### src/rtl/mi_pipe_ext_pkg.sv
// Shared types and helpers for the multi-stage MI pipe.
package mi_pipe_ext_pkg;

  localparam int unsigned DEF_DATA_WIDTH = 32;
  localparam int unsigned DEF_ADDR_WIDTH = 32;
  localparam int unsigned DEF_META_WIDTH = 2;

  // MI request bundle at the default link geometry; the top re-declares the
  // same layout at its own parameterised widths.
  typedef struct packed {
    logic [DEF_DATA_WIDTH-1:0]   dwr;
    logic [DEF_META_WIDTH-1:0]   mwr;
    logic [DEF_ADDR_WIDTH-1:0]   addr;
    logic [DEF_DATA_WIDTH/8-1:0] be;
    logic                        rd;
    logic                        wr;
  } mi_req_t;

  // MI read response bundle at the default link geometry.
  typedef struct packed {
    logic [DEF_DATA_WIDTH-1:0] drd;
    logic                      drdy;
  } mi_rsp_t;

  // Width of a counter that must hold 0..max_reads inclusive.
  function automatic int unsigned rd_cnt_width(input int unsigned max_reads);
    return $clog2(max_reads + 1);
  endfunction

endpackage

### src/rtl/mi_skid_stage.sv
// One request-path register slice: a 2-entry skid buffer (main + aux).
// The upstream ready is the aux-empty flag, so it is a pure register output
// and breaks the ready path between neighbouring stages.
module mi_skid_stage
  import mi_pipe_ext_pkg::*;
#(
  parameter type T = mi_req_t
) (
  input  logic clk,
  input  logic reset,
  input  logic up_valid,
  output logic up_ready,
  input  T     up_data,
  output logic dn_valid,
  input  logic dn_ready,
  output T     dn_data
);

  logic main_vld;
  logic aux_vld;
  T     main_q;
  T     aux_q;
  logic push;
  logic pop;
  logic load_main;

  assign up_ready  = ~aux_vld;
  assign push      = up_valid & ~aux_vld;
  assign pop       = main_vld & dn_ready;
  // main is refilled whenever it empties or is consumed; aux only ever holds
  // the one word that arrived while main was stalled
  assign load_main = pop | ~main_vld;

  assign dn_valid = main_vld;
  assign dn_data  = main_q;

  // occupancy flags
  always_ff @(posedge clk) begin
    if (reset) begin
      main_vld <= 1'b0;
      aux_vld  <= 1'b0;
    end else if (load_main) begin
      main_vld <= aux_vld | push;
      aux_vld  <= 1'b0;
    end else if (push) begin
      aux_vld <= 1'b1;
    end
  end

  // payload registers, intentionally left without reset
  always_ff @(posedge clk) begin
    if (load_main) begin
      main_q <= aux_vld ? aux_q : up_data;
    end else if (push) begin
      aux_q <= up_data;
    end
  end

endmodule

### src/rtl/mi_pipe_ext.sv
// Multi-stage MI pipe: skid-buffered request path, registered response path,
// outstanding-read limiter and unexpected-response detection.
module mi_pipe_ext
  import mi_pipe_ext_pkg::*;
#(
  parameter int unsigned DATA_WIDTH = 32,
  parameter int unsigned ADDR_WIDTH = 32,
  parameter int unsigned META_WIDTH = 2,
  parameter int unsigned REQ_STAGES = 2,
  parameter int unsigned RSP_STAGES = 1,
  parameter int unsigned MAX_READS  = 16,
  localparam int unsigned MW = (META_WIDTH > 0) ? META_WIDTH : 1,
  localparam int unsigned CW = rd_cnt_width(MAX_READS)
) (
  input  logic                    CLK,
  input  logic                    RESET,
  input  logic [DATA_WIDTH-1:0]   IN_DWR,
  input  logic [MW-1:0]           IN_MWR,
  input  logic [ADDR_WIDTH-1:0]   IN_ADDR,
  input  logic [DATA_WIDTH/8-1:0] IN_BE,
  input  logic                    IN_RD,
  input  logic                    IN_WR,
  output logic                    IN_ARDY,
  output logic [DATA_WIDTH-1:0]   IN_DRD,
  output logic                    IN_DRDY,
  output logic [DATA_WIDTH-1:0]   OUT_DWR,
  output logic [MW-1:0]           OUT_MWR,
  output logic [ADDR_WIDTH-1:0]   OUT_ADDR,
  output logic [DATA_WIDTH/8-1:0] OUT_BE,
  output logic                    OUT_RD,
  output logic                    OUT_WR,
  input  logic                    OUT_ARDY,
  input  logic [DATA_WIDTH-1:0]   OUT_DRD,
  input  logic                    OUT_DRDY,
  output logic                    ERR_UNEXP,
  output logic [CW-1:0]           RD_PENDING
);

  typedef struct packed {
    logic [DATA_WIDTH-1:0]   dwr;
    logic [MW-1:0]           mwr;
    logic [ADDR_WIDTH-1:0]   addr;
    logic [DATA_WIDTH/8-1:0] be;
    logic                    rd;
    logic                    wr;
  } req_t;

  logic [CW-1:0] rd_cnt;
  logic          rd_block;
  logic          rd_xfer;
  logic          rsp_hit;
  logic          rsp_unexp;
  logic          req_valid;
  logic          stage0_ready;
  logic          out_valid;
  req_t          in_req;
  req_t          out_req;

  // limiter uses the registered count only, so a same-cycle response cannot
  // release a blocked read
  assign rd_block  = (rd_cnt == CW'(MAX_READS));
  assign rsp_unexp = OUT_DRDY & (rd_cnt == '0);
  assign rsp_hit   = OUT_DRDY & (rd_cnt != '0);

  // request bundle; a read wins if both strobes are set
  always_comb begin
    in_req      = '0;
    in_req.dwr  = IN_DWR;
    in_req.mwr  = (META_WIDTH > 0) ? IN_MWR : '0;
    in_req.addr = IN_ADDR;
    in_req.be   = IN_BE;
    in_req.rd   = IN_RD;
    in_req.wr   = IN_WR & ~IN_RD;
  end

  assign req_valid = IN_RD ? ~rd_block : IN_WR;
  assign IN_ARDY   = ~RESET & stage0_ready & ~(IN_RD & rd_block);
  assign rd_xfer   = IN_RD & IN_ARDY;

  generate
    if (REQ_STAGES == 0) begin : g_req_bypass
      assign stage0_ready = OUT_ARDY;
      assign out_valid    = req_valid;
      assign out_req      = in_req;
    end else begin : g_req_chain
      req_t                chain_data  [REQ_STAGES+1];
      logic [REQ_STAGES:0] chain_valid;
      logic [REQ_STAGES:0] chain_ready;

      assign chain_data[0]           = in_req;
      assign chain_valid[0]          = req_valid;
      assign stage0_ready            = chain_ready[0];
      assign chain_ready[REQ_STAGES] = OUT_ARDY;
      assign out_valid               = chain_valid[REQ_STAGES];
      assign out_req                 = chain_data[REQ_STAGES];

      for (genvar i = 0; i < REQ_STAGES; i++) begin : g_stage
        mi_skid_stage #(
          .T(req_t)
        ) u_stage (
          .clk     (CLK),
          .reset   (RESET),
          .up_valid(chain_valid[i]),
          .up_ready(chain_ready[i]),
          .up_data (chain_data[i]),
          .dn_valid(chain_valid[i+1]),
          .dn_ready(chain_ready[i+1]),
          .dn_data (chain_data[i+1])
        );
      end
    end
  endgenerate

  assign OUT_DWR  = out_req.dwr;
  assign OUT_MWR  = (META_WIDTH > 0) ? out_req.mwr : '0;
  assign OUT_ADDR = out_req.addr;
  assign OUT_BE   = out_req.be;
  assign OUT_RD   = out_valid & out_req.rd;
  assign OUT_WR   = out_valid & out_req.wr;

  // outstanding-read counter; increment and decrement together cancel
  always_ff @(posedge CLK) begin
    if (RESET) begin
      rd_cnt <= '0;
    end else if (rd_xfer & ~rsp_hit) begin
      rd_cnt <= rd_cnt + CW'(1);
    end else if (~rd_xfer & rsp_hit) begin
      rd_cnt <= rd_cnt - CW'(1);
    end
  end

  assign RD_PENDING = rd_cnt;

  // one-cycle flag for a response that had no read to answer
  always_ff @(posedge CLK) begin
    if (RESET) begin
      ERR_UNEXP <= 1'b0;
    end else begin
      ERR_UNEXP <= rsp_unexp;
    end
  end

  generate
    if (RSP_STAGES == 0) begin : g_rsp_bypass
      assign IN_DRD  = OUT_DRD;
      assign IN_DRDY = rsp_hit;
    end else begin : g_rsp_pipe
      logic [RSP_STAGES-1:0] rsp_vld;
      logic [DATA_WIDTH-1:0] rsp_data [RSP_STAGES];

      // response valid shift chain; unexpected responses never enter it
      always_ff @(posedge CLK) begin
        if (RESET) begin
          rsp_vld <= '0;
        end else begin
          rsp_vld[0] <= rsp_hit;
          for (int unsigned i = 1; i < RSP_STAGES; i++) begin
            rsp_vld[i] <= rsp_vld[i-1];
          end
        end
      end

      // response data shift chain, no reset
      always_ff @(posedge CLK) begin
        rsp_data[0] <= OUT_DRD;
        for (int unsigned i = 1; i < RSP_STAGES; i++) begin
          rsp_data[i] <= rsp_data[i-1];
        end
      end

      assign IN_DRD  = rsp_data[RSP_STAGES-1];
      assign IN_DRDY = rsp_vld[RSP_STAGES-1];
    end
  endgenerate

endmodule

### config.mk
export PLATFORM = sky130hd
export DESIGN_NAME = mi_pipe_ext
export DESIGN_NICKNAME = d
export VERILOG_FILES = /design/src/rtl/mi_pipe_ext_pkg.sv /design/src/rtl/mi_skid_stage.sv /design/src/rtl/mi_pipe_ext.sv
export SDC_FILE = /design/constraint.sdc
export NUM_CORES = 1
export LEC_CHECK = 0
export CAP_MARGIN = 20
export CORE_ASPECT_RATIO = 0.7
export CORE_MARGIN = 1.5
export CORE_UTILIZATION = 52
export DETAILED_ROUTE_END_ITERATION = 10
export GPL_TIMING_DRIVEN = 0
export PLACE_DENSITY = 0.81
export SLEW_MARGIN = 40
export SYNTH_ARGS = -nofsm -noshare
export SYNTH_HDL_FRONTEND = slang
export SYNTH_SLANG_ARGS = --single-unit
### constraint.sdc
create_clock -name CLK -period 13.15 [get_ports CLK]
set_input_delay 2.63 -clock CLK [delete_from_list [all_inputs] [get_ports CLK]]
set_output_delay 2.63 -clock CLK [all_outputs]
set_load 0.02 [all_outputs]
==> reports/results.tsv <==
metric	value	unit
# rows	46	
initial core utilization	53.3	%
final instance area	15900	µm²
vias after detailed routing	6099	
gr usage total	18.1	%
Core Region	22700	µm²
full die area	24200	µm²
Final Critical Period	7040	ps
Clock Skew	16.8	ps
initial DRC count	367	
diode count	0	
Yosys reg bits	331	
vias in the first global route	6370	
normalized max-slew margin	60.5	%
top-count cell post-synth	edfxtp_1	
fraction of layout cells with a size suffix above 1	33.7	%
Multi-input gate area	2010	µm²
I/O pin cnt	220	
cell taking the most area after synthesis	edfxtp_1	
unrepaired setup endpoints after global routing	false	
Final Slew Violations	0	
placed insts	1172	
Crit Path Max Fanout	10	
# DRC	0	
fin crit share	53.6	%
crit path kind	input port to output port	
Nets	1005	
share of Yosys cell area claimed by the top area cell type	71.4	%
register area share after synthesis	78.5	%
initial antenna violation count	0	
Worst Path Arrival	4410	ps
slowest CP cell	clkdlybuf4s50_1	
routed vias/inst	4.97	
# Post-CTS Setup Buffers	0	
clock-pin transition on the worst setup and hold timing paths	60	ps
asr flop ratio synth	0	%
Die X-Extent	185	µm
Mapped Nets	728	
maximum buffer depth of the clock tree	3	
largest net degree at the start of global routing	41	
worst hold slack	440	ps
HPWL after DPL	15.1	mm
port buffer count	219	
Synth cell types	33	
area grow syn2layout	31.3	%
setup ws final	6110	ps
grt total ovfl	0	
Worst IR Drop VDD	97.6	µV
CTS tree	built	
Worst Tran Pin Value	592	ps
Seq. cell area	9510	µm²
pre-CTS setup slack	6120	ps
DIE HEIGHT	131	µm
Synth Cell Area	12100	µm²
fill cell count	1452	
synth cell count leaders	288 x edfxtp_1, 144 x mux2_2, 71 x buf_4	
post-route insts no fill	1228	
Max-Cap Viols	0	
Lkg Pwr	5.78	nW
cell count after synthesis	615	
first-pass GRT wire length	33.6	mm
# setup viols final	0	
post_cts resized	0	
maximum clock frequency	0.142	GHz
antenna viol nets, final	0	
Final Hold Fails	0	
Power Dens Cells	149	nW/µm²
GP Congestion	0.731	
TritonRoute pass-1 iters	4	
clk sinks	331	
status	finished clean	
Synth Area per Inst	19.7	µm²
Hold Crit Class	flop to flop	
Setup crit start kind	input port	
YS warnings	0	
Post-synth EDFFs	288	
DP Area	14900	µm²
CP cell instances	clkdlybuf4s50_1 -> clkbuf_1 -> a311oi_1 -> clkdlybuf4s50_1	
R2R Setup Slk	9940	ps
clock root buffer	clkbuf_16	
# hold bufs at CTS	0	
cell mode on critical path	clkdlybuf4s50_1	
Num CTS Buffers	30	
Required @ worst endpoint	10520	ps
drt total wl	22.0	mm
Synth area leaders	edfxtp_1 71%, mux2_2 13%, dfxtp_1 7.1%, buf_4 4.4%, buf_2 0.66%	
H-Tree Depth	1	
slowest stage delay, CP	660	ps
detailed-route wire length per cell	17.9	µm
Skew-Pair Late Insertion Delay	540	ps
crit path capture type	output port	
Top FF cell, synth	edfxtp_1	
[worst max-delay path, delay by kind of cell]
family                 cells  cell delay (ps)
buffers and inverters      3             1480
AO/OA/AOI/OAI              1              310
[per-stage QoR]
| step | util [%] | power (mW) | TNS [ps] |
|---|---|---|---|
| after global routing | 70.0 | 2.45 | 0 |
| final | 70.0 | 2.37 | 0 |
| after floorplan | - | 1.40 | 0 |
| after CTS | 70.0 | 2.39 | 0 |
| after detailed placement | 65.7 | 1.53 | 0 |
| after global placement | 64.7 | 1.52 | -125150 |
[final timing paths]
| kind | startpoint | end | cells after the start |
|---|---|---|---|
| hold reg to reg | g_req_chain.g_stage[0].u_stage.dn_data[68]$_DFFE_PP_ | g_req_chain.g_stage[1].u_stage.aux_q[68]$_DFFE_PP_ | 0 |
| setup / recovery | RESET | IN_ARDY | 4 |
| setup reg to reg | g_req_chain.g_stage[1].u_stage.aux_vld$_SDFFE_PP0P_ | g_req_chain.g_stage[0].u_stage.aux_q[30]$_DFFE_PP_ | 10 |
| hold / removal | g_req_chain.g_stage[0].u_stage.dn_data[68]$_DFFE_PP_ | g_req_chain.g_stage[1].u_stage.aux_q[68]$_DFFE_PP_ | 0 |
[cell usage in the layout (no fill, tap or decap), drive strengths merged]
cell / n
or3: 1
nand3: 1
nor4: 2
bufinv: 3
xor2: 1
buf: 113
dfxtp: 43
a211oi: 2
nand2: 5
and4bb: 1
and3b: 1
xnor2: 1
nor2: 8
nor3: 4
a21oi: 6
nand2b: 2
clkdlybuf4s50: 219
a31oi: 1
a21o: 1
and2: 2
mux2i: 1
nor3b: 2
a311oi: 1
inv: 1
clkbuf: 41
nor2b: 2
edfxtp: 288
fa: 1
clkinv: 13
ha: 4
mux2: 145
[cell type report]
cell class              count  area share [%]
multi-input cells         195            12.6
well taps                 312            2.45
clock inverters            16           0.975
inverters                   1          0.0236
clock buffers              40            5.15
flip-flops and latches    331            59.8
repair buffers            245            15.1
plain buffers              88            3.88
[sequential cells by signal (all words and copies together), names as in the netlist]
signal                                cells
g_req_chain.g_stage.u_stage.dn_data     144
g_req_chain.g_stage.u_stage.dn_valid      2
g_req_chain.g_stage.u_stage.aux_q       144
ERR_UNEXP                                 1
g_req_chain.g_stage.u_stage.aux_vld       2
IN_DRDY                                   1
g_rsp_pipe.rsp_data                      32
RD_PENDING                                5
[kinds of logic (layout without fill, tap and decap cells)]
| family | count (synthesis) | count (layout) | share of synthesized area, % |
|---|---|---|---|
| buffers and inverters | 89 | 390 | 5.12 |
| AND/OR/NAND/NOR | 31 | 31 | 1.52 |
| XOR/XNOR | 2 | 2 | 0.145 |
| AO/OA/AOI/OAI | 11 | 11 | 0.599 |
| multiplexers | 146 | 146 | 13.6 |
| adder cells (fa/ha/maj) | 5 | 5 | 0.578 |
| flip-flops | 331 | 331 | 78.5 |
[where the power goes]
group | switching (mW) | total [mW] | internal, mW | leakage [nW]
sequential | 0.0284 | 1.23 | 1.20 | 3.17
combinational | 0.128 | 0.286 | 0.158 | 2.12
clock | 0.361 | 0.857 | 0.496 | 0.485
[metal layers]
layer  GRT usage (%)  vias up  wire [µm]
met5               0        -          0
li1                -     2835          -
met2            30.6      195      10700
met4            3.59        0        289
met3            5.52       28       1620
met1            23.6     3041       9330
Power figures use the tool's default switching activity.
